$ cat src/rtl/csr_writer_pkg.sv
// Shared types and defaults for the CSR writer and its companion read controller.
// Holds the conversion state enum, default matrix geometry and the bus word type.
package csr_writer_pkg;

  typedef logic [31:0] word_t;

  typedef enum logic [2:0] {
    IDLE,
    INIT,
    RUN,
    ROWPTR,
    DONE
  } csr_state_e;

  localparam int unsigned DEF_N_ROWS = 16;
  localparam int unsigned DEF_N_COLS = 16;

endpackage

$ cat src/rtl/csr_writer.sv
// Streams a dense row-major matrix in and writes its CSR form (values, column
// indices, row pointers) out through two registered single-word write ports.
module csr_writer
  import csr_writer_pkg::*;
#(
  parameter int unsigned N_ROWS = DEF_N_ROWS,
  parameter int unsigned N_COLS = DEF_N_COLS
) (
  input  logic        Clk,
  input  logic        Rst,
  input  logic        start,
  input  logic [31:0] row_base,
  input  logic [31:0] wdata_col_base,
  input  logic [31:0] matrix_base,
  input  logic        in_valid,
  input  logic [31:0] in_data,
  output logic        in_ready,
  output logic [31:0] addr1,
  output logic [31:0] dataOut1,
  output logic        WR1,
  output logic [31:0] addr2,
  output logic [31:0] dataOut2,
  output logic        WR2,
  output logic        done,
  output logic [31:0] nnz
);

  csr_state_e state_q;
  word_t      row_base_q, col_base_q, mat_base_q;
  word_t      nnz_q, row_q, col_q;
  word_t      addr1_q, data1_q, addr2_q, data2_q;
  logic       wr1_q, wr2_q, done_q;

  logic last_col, last_row, elem_nz;

  assign last_col = (col_q == word_t'(N_COLS - 1));
  assign last_row = (row_q == word_t'(N_ROWS - 1));
  assign elem_nz  = (in_data != '0);

  always_ff @(posedge Clk or negedge Rst) begin
    if (!Rst) begin
      state_q    <= IDLE;
      row_base_q <= '0;
      col_base_q <= '0;
      mat_base_q <= '0;
      nnz_q      <= '0;
      row_q      <= '0;
      col_q      <= '0;
      addr1_q    <= '0;
      data1_q    <= '0;
      addr2_q    <= '0;
      data2_q    <= '0;
      wr1_q      <= 1'b0;
      wr2_q      <= 1'b0;
      done_q     <= 1'b0;
    end else begin
      wr1_q  <= 1'b0;
      wr2_q  <= 1'b0;
      done_q <= 1'b0;
      case (state_q)
        IDLE: begin
          if (start) begin
            row_base_q <= row_base;
            col_base_q <= wdata_col_base;
            mat_base_q <= matrix_base;
            nnz_q      <= '0;
            row_q      <= '0;
            col_q      <= '0;
            state_q    <= INIT;
          end
        end
        INIT: begin
          addr1_q <= row_base_q;
          data1_q <= '0;
          wr1_q   <= 1'b1;
          state_q <= RUN;
        end
        RUN: begin
          if (in_valid) begin
            if (elem_nz) begin
              addr2_q <= mat_base_q + nnz_q;
              data2_q <= in_data;
              wr2_q   <= 1'b1;
              addr1_q <= col_base_q + nnz_q;
              data1_q <= col_q;
              wr1_q   <= 1'b1;
              nnz_q   <= nnz_q + 32'd1;
            end
            if (last_col) begin
              col_q <= '0;
              row_q <= row_q + 32'd1;
              // Port 1 is taken by the column write; defer the pointer one cycle.
              if (elem_nz) begin
                state_q <= ROWPTR;
              end else begin
                addr1_q <= row_base_q + row_q + 32'd1;
                data1_q <= nnz_q;
                wr1_q   <= 1'b1;
                if (last_row) state_q <= DONE;
              end
            end else begin
              col_q <= col_q + 32'd1;
            end
          end
        end
        ROWPTR: begin
          // row_q and nnz_q were already advanced by the accept that got us here.
          addr1_q <= row_base_q + row_q;
          data1_q <= nnz_q;
          wr1_q   <= 1'b1;
          state_q <= (row_q == word_t'(N_ROWS)) ? DONE : RUN;
        end
        DONE: begin
          done_q  <= 1'b1;
          state_q <= IDLE;
        end
        default: state_q <= IDLE;
      endcase
    end
  end

  assign in_ready = (state_q == RUN);
  assign addr1    = addr1_q;
  assign dataOut1 = data1_q;
  assign WR1      = wr1_q;
  assign addr2    = addr2_q;
  assign dataOut2 = data2_q;
  assign WR2      = wr2_q;
  assign done     = done_q;
  assign nnz      = nnz_q;

endmodule
$ cat config.mk
export PLATFORM = sky130hd
export DESIGN_NAME = csr_writer
export DESIGN_NICKNAME = d
export VERILOG_FILES = /design/src/rtl/csr_writer_pkg.sv /design/src/rtl/csr_writer.sv
export SDC_FILE = /design/constraint.sdc
export NUM_CORES = 1
export LEC_CHECK = 0
export BUFFER_PORTS_ARGS = -buffer_cell sky130_fd_sc_hd__buf_2
export CAP_MARGIN = 40
export CORE_UTILIZATION = 30
export CTS_BUF_LIST = sky130_fd_sc_hd__clkbuf_16
export DETAILED_ROUTE_END_ITERATION = 6
export SYNTH_ARGS = -nofsm -noshare
export SYNTH_HDL_FRONTEND = slang
export SYNTH_SLANG_ARGS = --single-unit
$ cat constraint.sdc
create_clock -name Clk -period 3.98 [get_ports Clk]
set_input_delay 0.398 -clock Clk [delete_from_list [all_inputs] [get_ports Clk]]
set_output_delay 0.398 -clock Clk [all_outputs]
set_load 0.02 [all_outputs]
**Yosys cells after proc, flatten, opt, wreduce, memory -nomap -nowiden**

Index checks and enable logic that the tools add are counted.

- Equal/unequal tests: 12
- Reductions and logical operators: 12
- Add/subtract/negate cells: 7
- Muxes and demuxes: 35

Operator list:

| operator | number |
|---|---|
| $mux W32 | 15 |
| $pmux W32 S2 | 3 |
| $pmux W32 S3 | 2 |
| $add A32 B1 Y32 const B | 4 |
| $add A32 B32 Y32 | 3 |
| $eq A32 B4 Y1 const B | 2 |
| $eq A32 B5 Y1 const B | 1 |
| $reduce_bool A32 Y1 | 1 |
| $mux W3 | 6 |
| $pmux W3 S4 | 1 |
| $reduce_and A4 Y1 | 3 |
| $mux W1 | 7 |
| $eq A3 B2 Y1 const B | 2 |
| $reduce_and A3 Y1 | 2 |
| $ne A2 B1 Y1 const B | 2 |
| $ne A2 B2 Y1 const B | 2 |
| $reduce_and A2 Y1 | 2 |
| $eq A3 B1 Y1 const B | 1 |
| $eq A3 B3 Y1 const B | 1 |
| $logic_not A3 Y1 | 1 |
| $ne A3 B1 Y1 const B | 1 |
| $reduce_bool A3 Y1 | 1 |
| $pmux W1 S2 | 1 |
| $reduce_bool A2 Y1 | 1 |
| $reduce_or A2 Y1 | 1 |

- Logic and storage cells: 80
- Input bits: 132
- Flip-flop bits (word level): 326
- Output and inout bits: 164

**Logic depth before layout (Yosys ltp)**

Gate-level depths: netlist of run 1.

- Depth after elaboration: 6
- Gate-level depth with buffers: 14
- Mapped depth without buffers: 14

**Least setup slack after synthesis of run 1**

Ideal clock, no wire load.

- Path kind: flip-flop to flip-flop
- Start: reg row_q[0]
- End: reg addr1_q[19] (netlist: addr1[19])
- Clock period less this slack: 3.589 ns
- Cell stages (with the launch flop): 14
- Data arrival time: 3.465 ns
- Path buffers: 1
- Data required time: 3.855 ns
- Path slack: 0.391 ns
- Cell sequence: dfrtp_1 -> ha_1 -> fa_1 -> a211oi_1 -> o21ai_2 -> a2111o_1 -> o311ai_1 -> nand3b_1 -> nor4_1 -> and4_1 -> buf_2 -> o21ai_1 -> a221o_1 -> mux2_2

- Cells in the longest elaborated chain, start to end: 6

RTL lines:

| item | RTL line | RTL |
|---|---|---|
| from (decl) | csr_writer.sv:30 | `word_t nnz_q, row_q, col_q;` |
| from (signal assigned) | csr_writer.sv:91 | `row_q <= row_q + 32'd1;` |
| $add A32 B32 Y32 * | csr_writer.sv:96, csr_writer.sv:108 |  |
| $add A32 B1 Y32 | csr_writer.sv:96 | `addr1_q <= row_base_q + row_q + 32'd1;` |
| $mux W32 | csr_writer.sv:93 | `if (elem_nz) begin` |
| $mux W32 | csr_writer.sv:89 | `if (last_col) begin` |
| $mux W32 | csr_writer.sv:79 | `if (in_valid) begin` |
| $pmux W32 S3 * | csr_writer.sv:60 | `case (state_q)` |
| to (signal assigned) | csr_writer.sv:73 | `addr1_q <= row_base_q;` |
| to (signal assigned) | csr_writer.sv:84 | `addr1_q <= col_base_q + nnz_q;` |
| to (signal assigned) | csr_writer.sv:96 |  |
| to (decl) | csr_writer.sv:31 | `word_t addr1_q, data1_q, addr2_q, data2_q;` |

Mark *: on every way between the ends. The rest lies on a longest branch, timed or not. The select of a mux whose other input is x is not followed.
A chain may end at the register's enable or synchronous reset.

**Worst setup path after layout of run 1**

- Start: reg row_q[6]
- End: reg addr1_q[25] (netlist: addr1[25])

The elaborated chain is that of the path after synthesis.

==> summary.txt, run 1 <==
Synth
  • Avg Cell Area, Syn: approximately 9.5 um2
  • Synth top area cells: dfrtp_1 (42%), mux2_2 (7.5%), ha_1 (6.2%)
  • Async SR Flop Fraction: 100%
  • Syn_nets: 2303
  • Most common library cells after synthesis: dfrtp_1 (326), nand2_1 (205), nor2_1 (178)
  • Leading cell type by number of instances after synthesis: dfrtp_1
  • Synth Cell Area: 19600 um2
  • Top cell type's share of synthesized area: 41.6%
  • Sequential-to-total area share from yosys stat: 41.6%
  • Synth Instances: 2070
  • Flops & latches, synth: 326
  • Ys flop type: dfrtp_1
  • Post-synth EDFFs: 0
  • Yosys top cell by area: dfrtp_1
  • YS warnings: 0
  • Yosys cell types: 87

Drt
  • Post-route ant nets: 0
  • Initial DRC count: approximately 1200
  • Post-route DRC: 0
  • Total Wirelength: ~65000 um
  • Routed length per instance: 19.8 um
  • Router iterations before antenna repair: 7
  • Via count: 17400
  • Vias per cell: 5.27

Worst setup path
  • CP Cell Sequence: ha_1 -> a2111oi_2 -> o21ai_1 -> a211oi_2 -> buf_4 -> buf_4 -> mux2_2 -> o211ai_1 -> nor4_4 -> and3_4 -> and2_1 -> a41o_1 -> a311oi_1 -> a21o_1
  • Slowest stage cell, crit path: dfrtp_1
  • CP Class: reg -> reg
  • Crit-path most repeated cell: buf_4
  • CP Data Required Time: ~4.5 ns
  • FF-to-FF Start: row_q[6]$_DFFE_PN0P_
  • Capturing point of the worst reg2reg path: addr1[25]$_DFFE_PN0P_
  • R2R depth: 14
  • CP Max Fanout: 7
  • Crit. End Element: register
  • Crit path DAT: 4.30 ns
  • Maximum single-stage delay on the critical path: 0.45 ns
  • CP Launch Type: register
  • R2r setup slk: 0.18 ns

Placement
  • DP Wirelength: 50400 um
  • Port Buf Inserts: 295
  • GP Congestion: 0.894
  • DP Worst Slack: 0.0324 ns

Die
  • DIE AREA: ~66000 um2
  • Core area: roughly 65000 um2
  • Starting Density: 30.4%
  • Core Rows: 93
  • Die X: 258 um
  • Die Y: 258 um
  • I/O pin cnt: 296

Timing
  • Slew Limit Headroom: 36.4%
  • Worst Tran Pin Value: 0.953 ns
  • Final setup viols: 0
  • Final Skew: 0.0194 ns
  • Slew Viols, Final: 0
  • Setup WS post-layout: between 0.15 and 0.2 ns
  • Tcrit/Tclk final: 95.4%
  • Hold Slack: 0.0376 ns
  • Max Clk Rate: 0.263 GHz
  • Hold Violations, Final: 0
  • Fin crit period: 3.80 ns

Clock network
  • Root buffer selected by CTS: clkbuf_16
  • CTS tree: done
  • H-tree Lvls: 2
  • Worst skew pair latency: 0.58 ns
  • Clock buffer depth: 3
  • Worst-path clk slew: 0.06 ns
  • Number of CTS-inserted buffers: 43
  • CTS sink cnt: 326

GRT
  • Vias in the first global route: between 15000 and 20000
  • Initial antenna violation count: 5
  • Total grt overflow: 0
  • First-pass GRT wire length: 101000 um
  • Pin count of the biggest net entering global routing: 118
  • Tot GR Track Use: 19.4%

Pwr
  • Total power: 15.2 mW
  • Leakage: between 10 and 15 nW
  • Worst VDD drop: 0.000231 V
  • PD cells: 631 nW/um2

Cells and area
  • Nets: 2642
  • Final core utilization: 37.2%
  • Share of cells above drive strength 1: 24.8%
  • Area Overhead vs Synth: 22.5%

Outcome
  • Status: complete, no violations

Worst hold path
  • Hold Path Class: in -> reg
  • Hold path cells: 3
  • Hold Startpoint: matrix_base[1]
  • Hold EP: mat_base_q[1]$_DFFE_PN0P_

Flow run
  • Maxcap violations: 0
[where the power goes]
part           leakage (nW)  internal [mW]  total, mW  switching, mW
logic                  6.30           2.51       6.02           3.51
clock network         0.737           2.48       4.02           1.54
registers              4.16           4.24       5.14          0.896
total                  11.2           9.23       15.2           5.95
[critical path: cells and delay by family (launching register included)]
kind,cells,cell delay (ns)
AOI/OAI and AO/OA,7,1.81
muxes,1,0.32
adders and majority gates,1,0.43
buffers and inverters,2,0.27
and+or+nand+nor,3,0.44
DFF,1,0.45
[per-stage QoR]
step | instances | cell area [um2] | setup TNS [ns]
final | 3299 | 24000 | 0
after detailed placement | 3214 | 22500 | 0
after floorplan | 2070 | 19600 | 0
after global routing | 3297 | 24000 | -0.00862
after global placement | 3214 | 22500 | 0
after CTS | 3293 | 24000 | 0
[sequential cells by signal, indices dropped and copies added, names as in the netlist]
register and cells:
dataOut2 32, col_base_q 32, state_q 3, mat_base_q 32
WR1 1, addr2 32, WR2 1, done 1
addr1 32, row_q 32, row_base_q 32, dataOut1 32
nnz 32, col_q 32
[how the worst max path moves through the flow]
stage / start / to / slack [ns] / cells after the start
floorplan: row_q[0]$_DFFE_PN0P_ / addr1[19]$_DFFE_PN0P_ / 0.39 / 13
global placement: row_base_q[0]$_DFFE_PN0P_ / addr1[19]$_DFFE_PN0P_ / 0.04 / 12
detailed placement: row_base_q[0]$_DFFE_PN0P_ / addr1[31]$_DFFE_PN0P_ / 0.03 / 14
CTS: row_q[6]$_DFFE_PN0P_ / addr1[25]$_DFFE_PN0P_ / 0.07 / 13
global route: row_base_q[11]$_DFFE_PN0P_ / addr1[25]$_DFFE_PN0P_ / -0.009 / 12
finish: row_q[6]$_DFFE_PN0P_ / addr1[25]$_DFFE_PN0P_ / 0.18 / 14
[repair_timing]
item | 4_1_cts | 5_1_grt
setup endpoints to repair | 3 | 10
endpoints found under the hold margin | 99 | 0
resized for setup | 1 | 7
pin swaps | 0 | 3
buffers inserted | 0 | 4
hold buffers | 1 | 0
cloned | 0 | 0
[layout by cell type (no fill, tap or decap), types with 30 or more instances in the layout]
cell type	count
a21oi_1	133
xor2_1	83
o21ai_0	171
inv_1	44
mux2_2	130
nor2_1	177
buf_2	294
buf_4	81
dfrtp_1	326
a21o_1	49
nand3_1	66
clkbuf_16	43
ha_1	98
xnor2_1	84
a22oi_1	34
and3_1	32
nand2_1	204
nand4_1	30
[cell type report]
cell class,instances,area (um2)
clock buffers,43,1080
repair buffers,380,2160
clock inverters,35,380
inverters,39,146
fillers,6561,40500
flip-flops and latches,326,8160
multi-input cells,1619,11000
well taps,855,1070
diodes,2,5.00
[kinds of logic after synthesis]
family | count (synthesis) | share of synthesized area, %
compound gates | 563 | 18.4
xor+xnor | 168 | 7.50
fa+ha+maj | 101 | 6.55
buf+inv | 125 | 2.44
flops | 326 | 41.6
mux | 132 | 7.56
simple gates | 655 | 15.9
[metal layers]
layer / global-route usage (%) / part of all wire, % / wire length [um] / up-vias
met1: 26.2 / 45 / 29300 / 8543
met4: 4.32 / 1.6 / 1080 / 2
li1: - / - / - / 8280
met2: 32.4 / 48 / 31100 / 485
met5: 0 / 0.015 / 10 / -
met3: 3.32 / 5.9 / 3860 / 66
Power figures use the tool's default switching activity.
==> run 2: changes to the inputs <==
ABC_AREA = 1   (was not set)
CTS_CLUSTER_DIAMETER = 60   (was not set)
==> run 2 against run 1 <==
  * The flow now finishes with violations (design-rule violations)
  * Sequential share of layout area shrank 3.9 points
  * Flip-flop and latch count is the same
  * Via count grew 34%
  * Sequential power shrank 22%
  * Clock power grew 2%
  * Maximum frequency grew 11%
  * Core utilization shrank 0.077 points
  * Synthesized cell count grew 56%
  * Wire length grew 31%
==> summary.txt, run 2 <==
Outcome
  • Status: finished, violations left
  • Failing checks: design-rule violations

Worst setup path
  • CP Launch Type: register
  • Crit-path most repeated cell: nand2_1
  • Crit. End Element: register
  • CP Cell Sequence: ha_1 -> fa_1 -> nand3_1 -> nand3_1 -> nand2_1 -> nand2_1 -> inv_1 -> nand2_1 -> nand2_1 -> nand2_1 -> nor2_1 -> nand2_1 -> nor2_1 -> nand2_1 -> nor2_1 -> nand2_1 -> nand2_1 -> nand2_1 -> nand2_1 -> nand2_1 -> a21oi_1
  • Crit path DAT: 3.94 ns (-0.36 ns)
  • CP Class: reg -> reg
  • CP Data Required Time: 4.49 ns (about the same)
  • Maximum single-stage delay on the critical path: 0.50 ns (+0.05 ns)
  • Slowest stage cell, crit path: fa_1
  • CP Max Fanout: 5 (-2)
  • R2R depth: 21 (+7)

Clock network
  • Root buffer selected by CTS: clkbuf_16
  • CTS tree: done
  • Worst skew pair latency: 0.60 ns (+0.02 ns)
  • Clock buffer depth: 3 (unchanged)
  • CTS sink cnt: 326 (unchanged)
  • Worst-path clk slew: 0.06 ns (about the same)
  • Number of CTS-inserted buffers: 44 (+2.3%)
  • Post-CTS Setup Repair Bufs: 0 (unchanged)
  • H-tree Lvls: 2 (unchanged)

Worst hold path
  • Hold Path Class: in -> reg
  • Hold path cells: 3 (unchanged)

Synth
  • Top cell type's share of synthesized area: 36.6% (-4.9 points)
  • Synth Cell Area: 22300 um2 (+13%)
  • Most common library cells after synthesis: nand2_1 (1041), inv_1 (401), dfrtp_1 (326)
  • Leading cell type by number of instances after synthesis: nand2_1
  • Async SR Flop Fraction: 100% (unchanged)
  • Post-synth EDFFs: 0 (unchanged)
  • Synth Instances: 3227 (+56%)
  • YS warnings: 0 (unchanged)
  • Synth top area cells: dfrtp_1 (37%), nand2_1 (18%), inv_1 (6.8%)
  • Yosys top cell by area: dfrtp_1
  • Avg Cell Area, Syn: 6.90 um2 (-27%)
  • Flops & latches, synth: 326 (unchanged)
  • Sequential-to-total area share from yosys stat: 36.6% (-4.9 points)
  • Syn_nets: 3460 (+50%)
  • Yosys cell types: 56 (-36%)
  • Ys flop type: dfrtp_1

Die
  • I/O pin cnt: 296 (unchanged)
  • Core area: 73200 um2 (+13%)
  • Die X: 274 um (+6.5%)
  • Die Y: 274 um (+6.5%)
  • Core Rows: 99 (+6.5%)
  • Starting Density: 30.4% (+0.033 points)
  • DIE AREA: 75300 um2 (+13%)

Cells and area
  • Multi-input logic area: 12300 um2 (+11%)
  • Sequential cell area: 8160 um2 (unchanged)
  • Most frequent cells in the layout: nand2_1 (1040), inv_1 (404), dfrtp_1 (326)
  • Most common cell after layout, fill and taps aside: nand2_1
  • Share of cells above drive strength 1: 13.5% (-11 points)
  • Nets: 3826 (+45%)
  • Fillcell total: 7792 (+19%)
  • Area Overhead vs Synth: 22.1%

Placement
  • GP Congestion: 0.944 (+5.6%)
  • DP Wirelength: 66100 um (+31%)
  • Port Buf Inserts: 295 (unchanged)

Drt
  • Via count: 23200 (+34%)
  • Router iterations before antenna repair: 7 (unchanged)
  • Routed length per instance: 18.7 um (-5.6%)
  • Vias per cell: 5.06 (-3.8%)
  • Post-route DRC: 26 (+26)
  • Initial DRC count: 1984 (+68%)
  • Post-route ant nets: 0 (unchanged)
  • Total Wirelength: 85700 um (+31%)

Timing
  • Fin crit period: 3.43 ns (-0.366 ns)
  • Final Skew: 0.0281 ns (+0.00877 ns)
  • Tcrit/Tclk final: 86.2% (-9.2 points)
  • Hold Slack: 0.0221 ns (-0.0155 ns)
  • Slew Limit Headroom: 48.6% (+12 points)
  • Max Clk Rate: 0.291 GHz (+11%)
  • Hold Violations, Final: 0 (unchanged)
  • Setup TNS Final: 0 ns (unchanged)
  • RSZ-0062 raised after global routing: no
  • Worst Tran Pin Value: 0.763 ns (-0.191 ns)
  • Final setup viols: 0 (unchanged)
  • Slew Viols, Final: 0 (unchanged)

Flow run
  • Maxcap violations: 0 (unchanged)

GRT
  • Initial antenna violation count: 2 (-3)
  • Pin count of the biggest net entering global routing: 102 (-14%)
  • Vias in the first global route: 21200 (+24%)
  • First-pass GRT wire length: 129000 um (+27%)
  • Tot GR Track Use: 22.2% (+2.8 points)
  • Total grt overflow: 0 (unchanged)

Pwr
  • Worst VDD drop: 0.000273 V (+18%)
  • PD cells: 391 nW/um2 (-38%)
  • Leakage: 13.9 nW (+24%)
==> run 2: where the power goes <==
part / internal [mW] / leakage (nW) / total [mW] / switching, mW
Clock: 2.41 / 0.734 / 4.10 / 1.69
Sequential: 3.65 / 3.94 / 4.03 / 0.383
Combinational: 0.871 / 9.18 / 2.51 / 1.63
==> run 2: per-stage QoR <==
| step | worst slack [ns] | total power [mW] | cell area (um2) | util [%] | cells |
|---|---|---|---|---|---|
| finish | 0.548 | 10.6 | 27200 | 37.2 | 4586 |
| global route | 0.208 | 11.1 | 27200 | 37.2 | 4585 |
| CTS | 0.684 | 10.7 | 27200 | 37.2 | 4585 |
| detailed placement | 0.712 | 6.53 | 25100 | 34.3 | 4442 |
| global placement | 0.747 | 6.51 | 25000 | 34.2 | 4440 |
| floorplan | 1.24 | 5.46 | 22300 | - | 3227 |
==> run 2: kinds of logic after synthesis <==
| kind of cell | after synthesis | synth area share (%) |
|---|---|---|
| xor gates and xnor gates | 60 | 2.36 |
| AOI/OAI and AO/OA | 550 | 14.4 |
| adders and majority gates | 101 | 5.78 |
| DFF | 326 | 36.6 |
| and+or+nand+nor | 1694 | 32.4 |
| buffers and inverters | 496 | 8.44 |
==> run 2: layout make-up <==
class,instances,share of cell area (%)
inverters,412,5.69
diodes,1,0.00920
clock buffers,45,4.14
multi-input cells,2405,45.0
flip-flops and latches,326,30.0
clock inverters,34,1.27
repair buffers,404,9.44
well taps,959,4.41
==> run 2: timing repair <==
action / in CTS / in global routing
resized for setup: 0 / 0
hold buffers: 64 / 0
hold endpoints to repair: 101 / 0
==> run 2: path summary, 6_finish.rpt <==
check                                         startpoint                    endpoint  slack (ns)
worst min-delay path                        row_base[29]  row_base_q[29]$_DFFE_PN0P_        0.02
worst max register to register      row_q[0]$_DFFE_PN0P_       addr1[26]$_DFFE_PN0P_        0.55
worst max-delay path                row_q[0]$_DFFE_PN0P_       addr1[26]$_DFFE_PN0P_        0.55
worst min register to register  dataOut2[23]$_DFFE_PN0P_    dataOut2[23]$_DFFE_PN0P_        0.46
max in group asynchronous                            Rst     dataOut1[5]$_DFFE_PN0P_        2.73
min in group asynchronous                            Rst  row_base_q[28]$_DFFE_PN0P_        0.30
==> run 2: routing by layer <==
metal	global-route usage [%]	up-vias	part of all wire, %
met3	3.28	168	6.8
li1	-	11400	-
met5	0	-	0
met2	34.6	775	44
met1	31.1	10900	45
met4	8.23	0	3.8
==> run 2: critical path: cells and delay by family (launching register included) <==
kind | cells | cell delay, ns
buffers and inverters | 1 | 0.10
flip-flops | 1 | 0.44
AND/OR/NAND/NOR | 17 | 1.88
adder cells (fa/ha/maj) | 2 | 0.81
AO/OA/AOI/OAI | 1 | 0.12
